File: config.mk
export PLATFORM = sky130hd
export DESIGN_NAME = cheat_engine_n
export DESIGN_NICKNAME = d
export VERILOG_FILES = /design/src/rtl/cheat_pkg.sv /design/src/rtl/cheat_prio_enc.sv /design/src/rtl/cheat_engine_n.sv
export SDC_FILE = /design/constraint.sdc
export NUM_CORES = 1
export LEC_CHECK = 0
export CORE_ASPECT_RATIO = 0.7
export CORE_MARGIN = 2
export CORE_UTILIZATION = 55
export CTS_CLUSTER_DIAMETER = 50
export DETAILED_ROUTE_END_ITERATION = 8
export DONT_BUFFER_PORTS = 1
export HOLD_SLACK_MARGIN = 0.12
export MAX_ROUTING_LAYER = met4
export PLACE_DENSITY_LB_ADDON = 0.05
export SLEW_MARGIN = 30
export SYNTH_ARGS = -nofsm -noshare
export SYNTH_HDL_FRONTEND = slang
export SYNTH_HIERARCHICAL = 1
export SYNTH_SLANG_ARGS = --single-unit
File: constraint.sdc
create_clock -name i_clk -period 5.8 [get_ports i_clk]
set_input_delay 1.16 -clock i_clk [delete_from_list [all_inputs] [get_ports i_clk]]
set_output_delay 1.16 -clock i_clk [all_outputs]
set_load 0.02 [all_outputs]
File: src/rtl/cheat_pkg.sv
// Cheat engine shared definitions.
// Register map, CMP field layout and slot record.
package cheat_pkg;

  localparam logic [2:0] REG_CTRL   = 3'd0;
  localparam logic [2:0] REG_SLOT   = 3'd1;
  localparam logic [2:0] REG_ADDR   = 3'd2;
  localparam logic [2:0] REG_CMP    = 3'd3;
  localparam logic [2:0] REG_REPL   = 3'd4;
  localparam logic [2:0] REG_COMMIT = 3'd5;
  localparam logic [2:0] REG_STATUS = 3'd6;

  localparam int CMP_EN_BIT  = 8;
  localparam int CMP_VAL_LSB = 0;

  localparam int SLOT_ADDR_W = 32;
  localparam int SLOT_DATA_W = 8;

  typedef struct packed {
    logic                   valid;
    logic [SLOT_ADDR_W-1:0] addr;
    logic                   cmp_en;
    logic [SLOT_DATA_W-1:0] cmp_val;
    logic [SLOT_DATA_W-1:0] repl;
  } cheat_slot_t;

endpackage

File: src/rtl/cheat_prio_enc.sv
// Lowest-index priority encoder.
// Reports whether any bit is set and the index of the lowest one.
module cheat_prio_enc #(
  parameter int N = 16,
  parameter int W = $clog2(N)
) (
  input  logic [N-1:0] hit_vec,
  output logic         hit_any,
  output logic [W-1:0] hit_idx
);

  // scan downward so the lowest set bit is the last writer
  always_comb begin
    hit_any = |hit_vec;
    hit_idx = '0;
    for (int i = N - 1; i >= 0; i--) begin
      if (hit_vec[i]) hit_idx = W'(i);
    end
  end

endmodule

File: src/rtl/cheat_engine_n.sv
// N-slot cheat engine on the SRAM read path.
// Wishbone staged-write/commit programming, 1-cycle lookup.
module cheat_engine_n
  import cheat_pkg::*;
#(
  parameter  int NUM_CHEATS = 16,
  parameter  int ADDR_W     = 24,
  parameter  int DATA_W     = 8,
  localparam int IDX_W      = $clog2(NUM_CHEATS)
) (
  input  logic              i_clk,
  input  logic              i_reset_n,
  input  logic              i_cheats_enabled,
  input  logic              i_lookup_valid,
  input  logic [ADDR_W-1:0] i_sram_address,
  input  logic [DATA_W-1:0] i_sram_data,
  output logic              o_valid,
  output logic              o_cheat_stb,
  output logic [DATA_W-1:0] o_sram_data,
  output logic [IDX_W-1:0]  o_hit_idx,
  input  logic              i_wb_cyc,
  input  logic              i_wb_stb,
  input  logic              i_wb_we,
  input  logic [2:0]        i_wb_addr,
  input  logic [31:0]       i_wb_data,
  output logic [31:0]       o_wb_data,
  output logic              o_wb_ack,
  output logic              o_wb_stall
);

  localparam int SLOT_W = IDX_W + 1;
  localparam int CNT_W  = IDX_W + 1;
  localparam logic [SLOT_W-1:0] NUM_L =
    SLOT_W'(NUM_CHEATS);
  localparam logic [IDX_W-1:0] LAST =
    IDX_W'(NUM_CHEATS - 1);

  localparam logic [0:0] S_IDLE  = 1'b0;
  localparam logic [0:0] S_CLEAR = 1'b1;

  logic [0:0]        state;
  logic [IDX_W-1:0]  sweep;
  logic              en;
  logic              err;
  logic [CNT_W-1:0]  cnt;
  logic [SLOT_W-1:0] stg_slot;
  logic [ADDR_W-1:0] stg_addr;
  logic              stg_cmp_en;
  logic [DATA_W-1:0] stg_cmp_val;
  logic [DATA_W-1:0] stg_repl;
  cheat_slot_t       slots [NUM_CHEATS];

  logic                   busy;
  logic                   acc;
  logic                   wr;
  logic                   slot_ok;
  logic [IDX_W-1:0]       widx;
  cheat_slot_t            stg_new;
  logic [31:0]            rd_data;
  logic [NUM_CHEATS-1:0]  hit;
  logic                   hit_any;
  logic [IDX_W-1:0]       win;
  logic                   stb;
  logic [SLOT_ADDR_W-1:0] look_addr;
  logic [SLOT_DATA_W-1:0] look_data;
  logic                   unused_wb;

  assign busy       = (state == S_CLEAR);
  assign o_wb_stall = busy;
  assign acc        = i_wb_cyc & i_wb_stb & ~busy;
  assign wr         = acc & i_wb_we;
  assign slot_ok    = (stg_slot < NUM_L);
  assign widx       = stg_slot[IDX_W-1:0];
  assign look_addr  = SLOT_ADDR_W'(i_sram_address);
  assign look_data  = SLOT_DATA_W'(i_sram_data);
  assign unused_wb  = ^i_wb_data;

  // slot image built from the staging registers
  always_comb begin
    stg_new         = '0;
    stg_new.valid   = 1'b1;
    stg_new.addr    = SLOT_ADDR_W'(stg_addr);
    stg_new.cmp_en  = stg_cmp_en;
    stg_new.cmp_val = SLOT_DATA_W'(stg_cmp_val);
    stg_new.repl    = SLOT_DATA_W'(stg_repl);
  end

  // register readback mux
  always_comb begin
    rd_data = '0;
    case (i_wb_addr)
      REG_CTRL:   rd_data[0] = en;
      REG_SLOT:   rd_data = 32'(stg_slot);
      REG_ADDR:   rd_data = 32'(stg_addr);
      REG_CMP: begin
        rd_data[CMP_EN_BIT] = stg_cmp_en;
        rd_data[CMP_VAL_LSB +: DATA_W] = stg_cmp_val;
      end
      REG_REPL:   rd_data = 32'(stg_repl);
      REG_STATUS: begin
        rd_data[0]    = busy;
        rd_data[1]    = err;
        rd_data[15:8] = 8'(cnt);
      end
      default:    rd_data = '0;
    endcase
  end

  // per-slot match against the current bus cycle
  always_comb begin
    hit = '0;
    for (int i = 0; i < NUM_CHEATS; i++) begin
      hit[i] = slots[i].valid
             & (slots[i].addr == look_addr)
             & (~slots[i].cmp_en
                | (slots[i].cmp_val == look_data));
    end
  end

  cheat_prio_enc #(
    .N (NUM_CHEATS),
    .W (IDX_W)
  ) u_enc (
    .hit_vec (hit),
    .hit_any (hit_any),
    .hit_idx (win)
  );

  assign stb = i_lookup_valid & i_cheats_enabled
             & en & ~busy & hit_any;

  // control FSM, staging, slot table and count
  always_ff @(posedge i_clk) begin
    if (!i_reset_n) begin
      state       <= S_IDLE;
      sweep       <= '0;
      en          <= 1'b0;
      err         <= 1'b0;
      cnt         <= '0;
      stg_slot    <= '0;
      stg_addr    <= '0;
      stg_cmp_en  <= 1'b0;
      stg_cmp_val <= '0;
      stg_repl    <= '0;
      for (int i = 0; i < NUM_CHEATS; i++) begin
        slots[i] <= '0;
      end
    end else if (busy) begin
      slots[sweep].valid <= 1'b0;
      if (slots[sweep].valid) cnt <= cnt - 1'b1;
      sweep <= sweep + 1'b1;
      if (sweep == LAST) begin
        state <= S_IDLE;
        sweep <= '0;
      end
    end else if (wr) begin
      unique case (1'b1)
        (i_wb_addr == REG_CTRL): begin
          en <= i_wb_data[0];
          if (i_wb_data[1]) begin
            state <= S_CLEAR;
            sweep <= '0;
          end
        end
        (i_wb_addr == REG_SLOT):
          stg_slot <= i_wb_data[SLOT_W-1:0];
        (i_wb_addr == REG_ADDR):
          stg_addr <= i_wb_data[ADDR_W-1:0];
        (i_wb_addr == REG_CMP): begin
          stg_cmp_en  <= i_wb_data[CMP_EN_BIT];
          stg_cmp_val <= i_wb_data[CMP_VAL_LSB +: DATA_W];
        end
        (i_wb_addr == REG_REPL):
          stg_repl <= i_wb_data[DATA_W-1:0];
        (i_wb_addr == REG_COMMIT): begin
          if (!slot_ok) begin
            err <= 1'b1;
          end else if (i_wb_data[0]) begin
            slots[widx] <= stg_new;
            if (!slots[widx].valid) cnt <= cnt + 1'b1;
          end else begin
            slots[widx].valid <= 1'b0;
            if (slots[widx].valid) cnt <= cnt - 1'b1;
          end
        end
        (i_wb_addr == REG_STATUS):
          if (i_wb_data[1]) err <= 1'b0;
        default: ;
      endcase
    end
  end

  // registered lookup result
  always_ff @(posedge i_clk) begin
    if (!i_reset_n) begin
      o_valid     <= 1'b0;
      o_cheat_stb <= 1'b0;
      o_sram_data <= '0;
      o_hit_idx   <= '0;
    end else begin
      o_valid     <= i_lookup_valid;
      o_cheat_stb <= stb;
      o_sram_data <= stb ? DATA_W'(slots[win].repl)
                         : i_sram_data;
      o_hit_idx   <= win;
    end
  end

  // wishbone ack and read data, one cycle after accept
  always_ff @(posedge i_clk) begin
    if (!i_reset_n) begin
      o_wb_ack  <= 1'b0;
      o_wb_data <= '0;
    end else begin
      o_wb_ack <= acc;
      if (acc) o_wb_data <= i_wb_we ? '0 : rd_data;
    end
  end

endmodule

## Word-level counts from Yosys, hierarchy flattened

Memories as Yosys holds them, arrays and structs flattened. A register that Yosys moved wholly into a read port is not among the register bits.
Index checks and enable logic that the tools add are counted.

| word-level totals | value |
|---|---|
| register bits after elaboration | 105 |
| memory bits (writable) | 672 |
| output and inout bits | 48 |
| logic and storage cells | 230 |
| memories kept | 1 |

| operators by class | value |
|---|---|
| add/subtract/negate cells | 3 |
| $lt $le $gt $ge | 1 |
| eq/ne operators | 43 |
| mux-type cells | 74 |
| bitwise gates (word level) | 73 |
| reduce and logical (&&, ||, !) cells | 19 |

Memories:

| name | words | bits a word | read ports | clocked after Yosys merged registers in | write ports | line | source |
|---|---|---|---|---|---|---|---|
| slots | 16 | 42 | 19 | 2 | 16 | cheat_engine_n.sv:51 | `cheat_slot_t slots [NUM_CHEATS];` |

Operators by type and width:

| operator | count |
|---|---|
| equality test 32 x 24 -> 1 bit | 16 |
| equality test 8 bit | 16 |
| two-way mux 4 bit | 27 |
| two-way mux 42 bit | 2 |
| OR reduction 42 bit | 2 |
| two-way mux 5 bit | 8 |
| bitwise AND 1 bit | 39 |
| two-way mux 32 bit | 1 |
| two-way mux 1 bit | 26 |
| case mux 6 bit (4 select lines) | 1 |
| AND reduction 3 bit | 6 |
| inverter 1 bit | 17 |
| bitwise OR 1 bit | 17 |
| two-way mux 8 bit | 2 |
| OR reduction 16 bit | 1 |
| case mux 7 bit (2 select lines) | 1 |
| nonzero test 2 bit | 6 |
| equality test 3 bit, second input constant | 3 |
| equality test 3 x 2 -> 1 bit, second input constant | 2 |
| case mux 1 bit (6 select lines) | 1 |
| AND reduction 6 bit | 1 |
| adder 5 x 1 -> 5 bit, second input constant | 1 |
| less-than comparator 5 bit, second input constant | 1 |
| case mux 1 bit (5 select lines) | 1 |
| 13 further kinds | 15 |

## Longest topological paths before layout

Gate-level depths: netlist of run 1.
An unclocked memory read counts as a cell.

| logic depth | value |
|---|---|
| word-level depth | 22 |
| depth in mapped cells | 17 |
| depth with buffers taken out | 13 |

## By module

Netlist of run 1, hierarchy kept.

By module, submodules not included:

| module | times used | cells each | area an instance (um2) |
|---|---|---|---|
| cheat_engine_n | 1 | 2829 | 36347.4 |
| cheat_prio_enc | 1 | 34 | 176.4 |

## Worst setup path before layout of run 1

Ideal clock, no wire load.

| path | value |
|---|---|
| kind | input port to flip-flop |
| start point | input i_wb_cyc |
| end point | memory slots[11][0] (netlist name), enable pin |
| setup time | 0.496 ns |
| arrival time | 5.067 ns |
| data required time | 5.304 ns |
| slack | 0.237 ns |
| cell stages on the path | 7 |
| buffers on the path | 2 |
| path through | nand4b_4 -> nor2_1 -> and4b_1 -> buf_2 -> nand3_1 -> buf_2 -> o21ai_0 |

RTL lines:

| element | line | source |
|---|---|---|
| start, declared | cheat_engine_n.sv:21 | `input logic i_wb_cyc,` |
| end, declared | cheat_engine_n.sv:51 |  |

## Worst setup path after layout of run 1

| path | value |
|---|---|
| start point | input i_sram_data[1] |
| end point | register o_sram_data[1] |

| on the way | value |
|---|---|
| cells in the longest elaborated chain, start to end | 21 |

Ends and longest elaborated chain:

| element | line | source |
|---|---|---|
| start, declared | cheat_engine_n.sv:16 | `input logic [DATA_W-1:0] i_sram_data,` |
| equality test 8 bit | cheat_engine_n.sv:116 | `\| (slots[i].cmp_val == look_data));` |
| bitwise OR 1 bit | cheat_engine_n.sv:116 |  |
| bitwise AND 1 bit | cheat_engine_n.sv:115 | `& (~slots[i].cmp_en` |
| net hit[15] | cheat_engine_n.sv:60 | `logic [NUM_CHEATS-1:0] hit;` |
| two-way mux 4 bit (16 in a row) | cheat_prio_enc.sv:17 | `if (hit_vec[i]) hit_idx = W'(i);` |
| net win[0] | cheat_engine_n.sv:62 | `logic [IDX_W-1:0] win;` |
| memory (16 x 42 bit) | -- |  |
| two-way mux 8 bit | cheat_engine_n.sv:203 | `o_sram_data <= stb ? DATA_W'(slots[win].repl)` |
| end signal, assigned | cheat_engine_n.sv:203 |  |
| end, declared | cheat_engine_n.sv:19 | `output logic [DATA_W-1:0] o_sram_data,` |

The timed path passes the listed nets, and every way through them passes these cells.
A chain may end at the register's enable or synchronous reset.

==> flow_metrics.env, run 1 <==
export IMPL_cts_num_sinks=777
export IMPL_crit_chain="xnor2_1 > nand4_1 > o21ai_0 > buf_4 > nand4_1 > nor4_1 > buf_4 > a21oi_1 > o311a_1 > o22ai_4 > buf_12 > buf_4 > mux4_2 > mux4_2 > mux2i_1 > nor2_1"
export IMPL_grt_overflow=0
export IMPL_async_flop_share=0
export IMPL_netlist_top_cells_count="edfxtp_1 (672), and2_1 (649), xnor2_1 (321)"
export IMPL_yosys_warnings=6
export IMPL_yosys_area_top_type="edfxtp_1"
export IMPL_finalCriticalPeriod_ns=4.55
export IMPL_synth_area_per_cell_um2=12.8
export IMPL_outcome="complete, no violations"
export IMPL_cts_resized=0
export IMPL_drc_errors=0
export IMPL_grt_max_degree=92
export IMPL_finClkSkew_ns=0.0214
export IMPL_synth_distinct_cells=58
export IMPL_pin_count=122
export IMPL_syn_inst=2863
export IMPL_cts_max_path_buffers=3
export IMPL_syn_cell_area_um2=36500
export IMPL_seq_area_frac_synth=0.610
export IMPL_fin_nets=2892
export IMPL_vias_per_cell=6.03
export IMPL_grt_total_usage=0.327
export IMPL_cp_required_ns=6.29
export IMPL_routed_wl_mm=107
export IMPL_p_leak_nw=14.1
export IMPL_hp_class="reg -> reg"
export IMPL_cts_made_buffers=77
export IMPL_die_area_um2=68500
export IMPL_max_freq_mhz=220
export IMPL_core_area_um2=66000
export IMPL_crit_type="in -> reg"
export IMPL_path_max_fanout=18
export IMPL_drt_iter0_markers=3167
export IMPL_final_setup_tns_ns=0
export IMPL_p_total_w=0.0118
export IMPL_grt_pass1_wl_mm=154
export IMPL_cts_hold_buf=0
export IMPL_cts_tree="built"
export IMPL_cp_slowest_cell="mux4_2"
export IMPL_num_vias=22700
export IMPL_peakVddDrop_mv=0.296
export IMPL_pwr_share_comb=0.043
export IMPL_ys_seq_elements=777
export IMPL_antenna_found_initial=13
export IMPL_cp_end_kind="register"
export IMPL_rsz0062_at_grt="no"
export IMPL_powerDensity_nw_per_um2=292
export IMPL_clkPwrFrac=0.422
export IMPL_place_area_um2=37800
export IMPL_start_util=0.553
export IMPL_relSlewSlack=0.322
export IMPL_whs_ns=0.474
export IMPL_synthTopCellsByArea="edfxtp_1 (55%), and2_1 (11%), xnor2_1 (7.7%)"
export IMPL_htreeDepth=3
export IMPL_worstMarginPinSlew_ns=1.02
export IMPL_setup_viol=0
export IMPL_gp_congestion=0.857
export IMPL_wl_per_cell_um=28.5
export IMPL_layout_cells_non_filler=3771
export IMPL_port_buffer_count=0
export IMPL_areaGrowthSynthToFinish_pct=10.4
export IMPL_dr_pass1_iters=5
export IMPL_antenna_left=0
export IMPL_internal_power_w=0.00925
export IMPL_dp_hpwl_mm=65.5
export IMPL_insertion_delay_ns=0.64
export IMPL_fin_area_um2=40300
export IMPL_drive_gt1_frac=0.107
export IMPL_synth_most_common_cell="edfxtp_1"
export IMPL_cp_slowest_stage_delay_ns=0.53
export IMPL_crit_path_start_kind="input pin"
export IMPL_clk_pin_slew_ns=0.06
export IMPL_report_final_slew_viol_count=0
export IMPL_grt_pass1_vias=21700
export IMPL_cts_root_buf="clkbuf_16"
export IMPL_post_route_period_util=0.784
export IMPL_netlist_area_leader_share=0.552
export IMPL_dp_cells=3627
export IMPL_die_w_um=312
export IMPL_synth_edf_count=672
export IMPL_cts_setup_buffers=0
export IMPL_switching_share=0.215
export IMPL_dominantRegCellSynth="edfxtp_1"
export IMPL_final_hold_violation_count=0
export IMPL_num_rows=79
export IMPL_cp_common_cell="buf_4"
export IMPL_die_h_um=220
export IMPL_drv_cap=0
export IMPL_p_sw_w=0.00254
export IMPL_cp_data_arrival_time_ns=5.04
export IMPL_seq_power_share=0.535
==> path summary, 6_finish.rpt <==
check / startpoint / end / slack, ns / cells after the start
setup / recovery: i_sram_data[1] / o_sram_data[1] / 1.25 / 16
hold / removal: stg_addr[8] / stg_addr[8] / 0.47 / 2
setup reg to reg: slots[15][9] / o_sram_data[1] / 1.40 / 16
hold reg to reg: stg_addr[8] / stg_addr[8] / 0.47 / 2
==> flip-flops by register name, summed over array words and instances (netlist names), 4 cells and up, named ones only <==
name,cells
cnt,5
o_hit_idx,4
o_sram_data,8
o_wb_data,24
slots,672
stg_addr,24
stg_cmp_val,8
stg_repl,8
stg_slot,5
sweep,4
==> layout by cell type, fill, tap and decap left out, types with 6 or more instances in the layout <==
cell type and instances:
nand2b_1 6, clkbuf_8 7, nor2b_1 10, xnor2_1 321, dfxtp_1 95, conb_1 8, o21ai_0 44, nand3_1 37
clkinv_2 20, buf_4 84, nor4_1 66, buf_12 8, inv_1 11, clkbuf_1 12, xor2_1 193, o21ai_4 13
edfxtp_1 672, nand4_1 83, nor3_1 17, clkbuf_16 80, nor2_1 69, clkinv_1 11, a22oi_1 27, dfxtp_2 10
a21oi_1 48, and2_1 649, o22ai_1 6, and3_1 19, mux2i_1 43, mux4_2 44, nand2_1 77, nor2_2 14
==> through the flow <==
stage           util  setup slack, ns
2_1_floorplan      -            0.237
3_3_place_gp   0.572            0.712
3_5_place_dp   0.573            0.645
4_1_cts        0.610             1.31
5_1_grt        0.610             1.11
6_report       0.610             1.25
==> kinds of logic after synthesis <==
logic type / Yosys count / share of synthesized area
and+or+nand+nor: 1074 / 0.173
DFF: 777 / 0.610
xor gates and xnor gates: 514 / 0.123
buffers and inverters: 240 / 0.0260
AOI/OAI and AO/OA: 166 / 0.0274
muxes: 88 / 0.0392
adders and majority gates: 3 / 0.00103
other: 1 / 0.000103
==> worst max-delay path, delay by kind of cell <==
family,cells,cell delay [ns]
buf+inv,4,0.83
simple gates,4,0.78
xor+xnor,1,0.15
mux,3,1.16
compound gates,4,0.92
==> metal layers <==
metal,GRT usage,part of all wire,routed length (µm),vias up
met5,-,0,0,-
met2,0.452,0.42,45500,1212
met4,0.0872,0.025,2640,0
met3,0.0799,0.12,12900,148
li1,-,-,-,9875
met1,0.481,0.43,46400,11500
==> power by group through the flow <==
stage / sequential [W] / clock [W] / combinational, W
finish: 0.00631 / 0.00497 / 0.000509
floorplan: 0.00642 / 0 / 0.000459
CTS: 0.00631 / 0.00501 / 0.000510
global route: 0.00632 / 0.00524 / 0.000554
detailed placement: 0.00643 / 0 / 0.000506
global placement: 0.00642 / 0 / 0.000492
==> final cells by class <==
| cell class | count | area, µm² |
|---|---|---|
| Clock inverter | 42 | 327 |
| Multi-Input combinational cell | 1853 | 13600 |
| Clock buffer | 99 | 2140 |
| Antenna cell | 3 | 7.51 |
| Inverter | 12 | 45.0 |
| Fill cell | 5177 | 25700 |
| Tap cell | 891 | 1110 |
| Timing Repair Buffer | 94 | 817 |
| Sequential cell | 777 | 22300 |
Power figures use the tool's default switching activity.
==> run 2: changes to the inputs <==
- clock period: 5.8 -> 3.9 ns (I/O delays scaled with it)
==> run 2 against run 1 <==
Net effect: the run now ends with setup timing left; worst setup slack worse by 1.3 ns; wire length grew 0.41%; clock skew about the same; critical path type is now reg -> reg; via count grew 0.54%; non-clock buffer count increased by 52; design area grew 1.5%; total power grew 50%; sequential power increased by 49%.
==> flow_metrics.env, run 2 (synthesized netlist as in run 1, its figures left out) <==
export IMPL_drc_errors=0
export IMPL_antenna_found_initial=17
export IMPL_dr_pass1_iters=6
export IMPL_grt_pass1_vias=21800
export IMPL_dp_hpwl_mm=67.2
export IMPL_pin_count=122
export IMPL_crit_type="reg -> reg"
export IMPL_cp_slowest_stage_delay_ns=0.52
export IMPL_port_buffer_count=0
export IMPL_core_area_um2=66000
export IMPL_seqCellArea_um2=22300
export IMPL_cp_data_arrival_time_ns=4.43
export IMPL_drive_gt1_frac=0.126
export IMPL_finalCriticalPeriod_ns=3.92
export IMPL_routed_wl_mm=108
export IMPL_insertion_delay_ns=0.64
export IMPL_antenna_left=0
export IMPL_post_route_period_util=1.00
export IMPL_wl_met3_mm=12.5
export IMPL_die_area_um2=68500
export IMPL_largest_register_ffs=672
export IMPL_mostFrequentLayoutCell="edfxtp_1"
export IMPL_die_w_um=312
export IMPL_fin_util=0.620
export IMPL_layout_common_cells="edfxtp_1 (672), and2_1 (649), xnor2_1 (321)"
export IMPL_finClkSkew_ns=0.0215
export IMPL_setup_viol=3
export IMPL_dr_wl_met2_mm=46.0
export IMPL_cts_made_buffers=78
export IMPL_grt_total_usage=0.326
export IMPL_regMostFlops="slots"
export IMPL_critPathBufInv=5
export IMPL_htreeDepth=3
export IMPL_start_util=0.553
export IMPL_place_area_um2=38300
export IMPL_final_setup_tns_ns=-0.0318
export IMPL_report_final_slew_viol_count=0
export IMPL_final_hold_violation_count=0
export IMPL_multiInputGateArea_um2=13700
export IMPL_crit_chain="xnor2_1 > nand4_1 > o21ai_2 > buf_6 > nand4_1 > nor4_2 > buf_4 > inv_1 > a21oi_1 > o311a_1 > o22ai_4 > buf_12 > buf_12 > mux4_2 > mux4_2 > mux2i_1 > nor2_1"
export IMPL_grt_overflow=0
export IMPL_cts_root_buf="clkbuf_16"
export IMPL_crit_path_start_kind="register"
export IMPL_wl_per_cell_um=28.2
export IMPL_cts_hold_buf=0
export IMPL_cp_required_ns=4.42
export IMPL_num_vias=22900
export IMPL_vias_per_cell=5.98
export IMPL_hp_class="in -> reg"
export IMPL_cp_slowest_cell="mux4_2"
export IMPL_cp_end_kind="register"
export IMPL_fin_nets=2945
export IMPL_largestRegisters="slots (672), o_wb_data (24), stg_addr (24)"
export IMPL_drv_cap=0
export IMPL_powerDensity_nw_per_um2=432
export IMPL_outcome="complete, but fails checks"
export IMPL_areaGrowthSynthToFinish_pct=12.0
export IMPL_peakVddDrop_mv=0.312
export IMPL_cts_tree="built"
export IMPL_grt_pass1_wl_mm=153
export IMPL_timing_final_ws_setup_ns=-0.0156
export IMPL_p_leak_nw=14.4
export IMPL_die_h_um=220
export IMPL_gp_congestion=0.926
export IMPL_dp_slack_ns=-0.742
export IMPL_fin_area_um2=40900
export IMPL_relSlewSlack=0.327
export IMPL_worstMarginPinSlew_ns=1.01
export IMPL_cts_max_path_buffers=3
export IMPL_drt_iter0_markers=3355
export IMPL_violations="setup timing"
export IMPL_top_layer="met4"
export IMPL_final_fill_count=5138
export IMPL_max_freq_mhz=255
export IMPL_crit_family="multiplexers"
export IMPL_grt_max_degree=52
export IMPL_path_max_fanout=9
export IMPL_clk_pin_slew_ns=0.06
export IMPL_num_rows=79
export IMPL_wl_met1_mm=46.9
export IMPL_cts_num_sinks=777
export IMPL_rsz0062_at_grt="yes"
==> run 2: cell types whose count changed in the layout (fill, tap and decap cells not counted), sizes merged <==
cell and delta:
buf +52, clkinvlp +3, inv +1, clkbuf +10
clkinv -12, diode -1
==> run 2: path summary, 6_finish.rpt <==
check	start	to	slack, ns	cells after the start
worst max-delay path	slots[10][13]	o_sram_data[4]	-0.02	17
worst min-delay path	i_wb_data[18]	stg_addr[18]	0.27	2
worst max register to register	slots[10][13]	o_sram_data[4]	-0.02	17
worst min register to register	stg_addr[15]	stg_addr[15]	0.48	2
==> run 2: cell type report <==
class                           instances  share of cell area
Tap cell                              891              0.0273
Clock inverter                         34             0.00719
Multi-Input combinational cell       1853               0.334
Sequential cell                       777               0.545
Clock buffer                          109              0.0544
Timing Repair Buffer                  146              0.0313
Inverter                               12             0.00110
Antenna cell                            2            0.000122
==> run 2: what timing repair did <==
action / 4_1_cts / 5_1_grt
buffers inserted: 0 / 2
resized for setup: 6 / 7
pin swaps: 3 / 4
hold endpoints to repair: 0 / 0
setup endpoints to repair: 8 / 8
==> run 2: power by group <==
group	total, W	internal, W	switching (W)	leakage, nW
Clock	0.00749	0.00427	0.00322	1.22
Combinational	0.000800	0.000365	0.000435	5.40
Sequential	0.00938	0.00925	0.000132	7.79
Total	0.0177	0.0139	0.00379	14.4
==> run 2: metrics by stage <==
step / std cells / total power (W) / hold WS (ns)
floorplan: 2870 / 0.0103 / 0.450
global placement: 3677 / 0.0103 / 0.466
detailed placement: 3677 / 0.0103 / 0.473
CTS: 3820 / 0.0177 / 0.241
global route: 3822 / 0.0182 / 0.255
finish: 3824 / 0.0177 / 0.269
==> run 2: layer usage <==
layer  GRT usage  vias to the layer above
met5           -                        -
met4      0.0816                        0
met2       0.459                     1193
met3      0.0768                      157
li1            -                     9990
met1       0.477                    11500
==> run 2: worst register-to-register path: stages (launching register included) <==
cell      delay, ns
edfxtp_1       0.38
xnor2_1        0.15
nand4_1        0.15
o21ai_2        0.18
buf_6          0.18
nand4_1        0.14
nor4_2         0.36
buf_4          0.21
inv_1          0.05
a21oi_1        0.13
o311a_1        0.25
o22ai_4        0.09
buf_12         0.17
buf_12         0.16
mux4_2         0.52
mux4_2         0.50
mux2i_1        0.14
nor2_1         0.05
==> run 3: changes to the inputs <==
- CAP_MARGIN: default -> 5
==> results of run 3 <==
Final layout, timing and power as in run 2 (identical DEF).
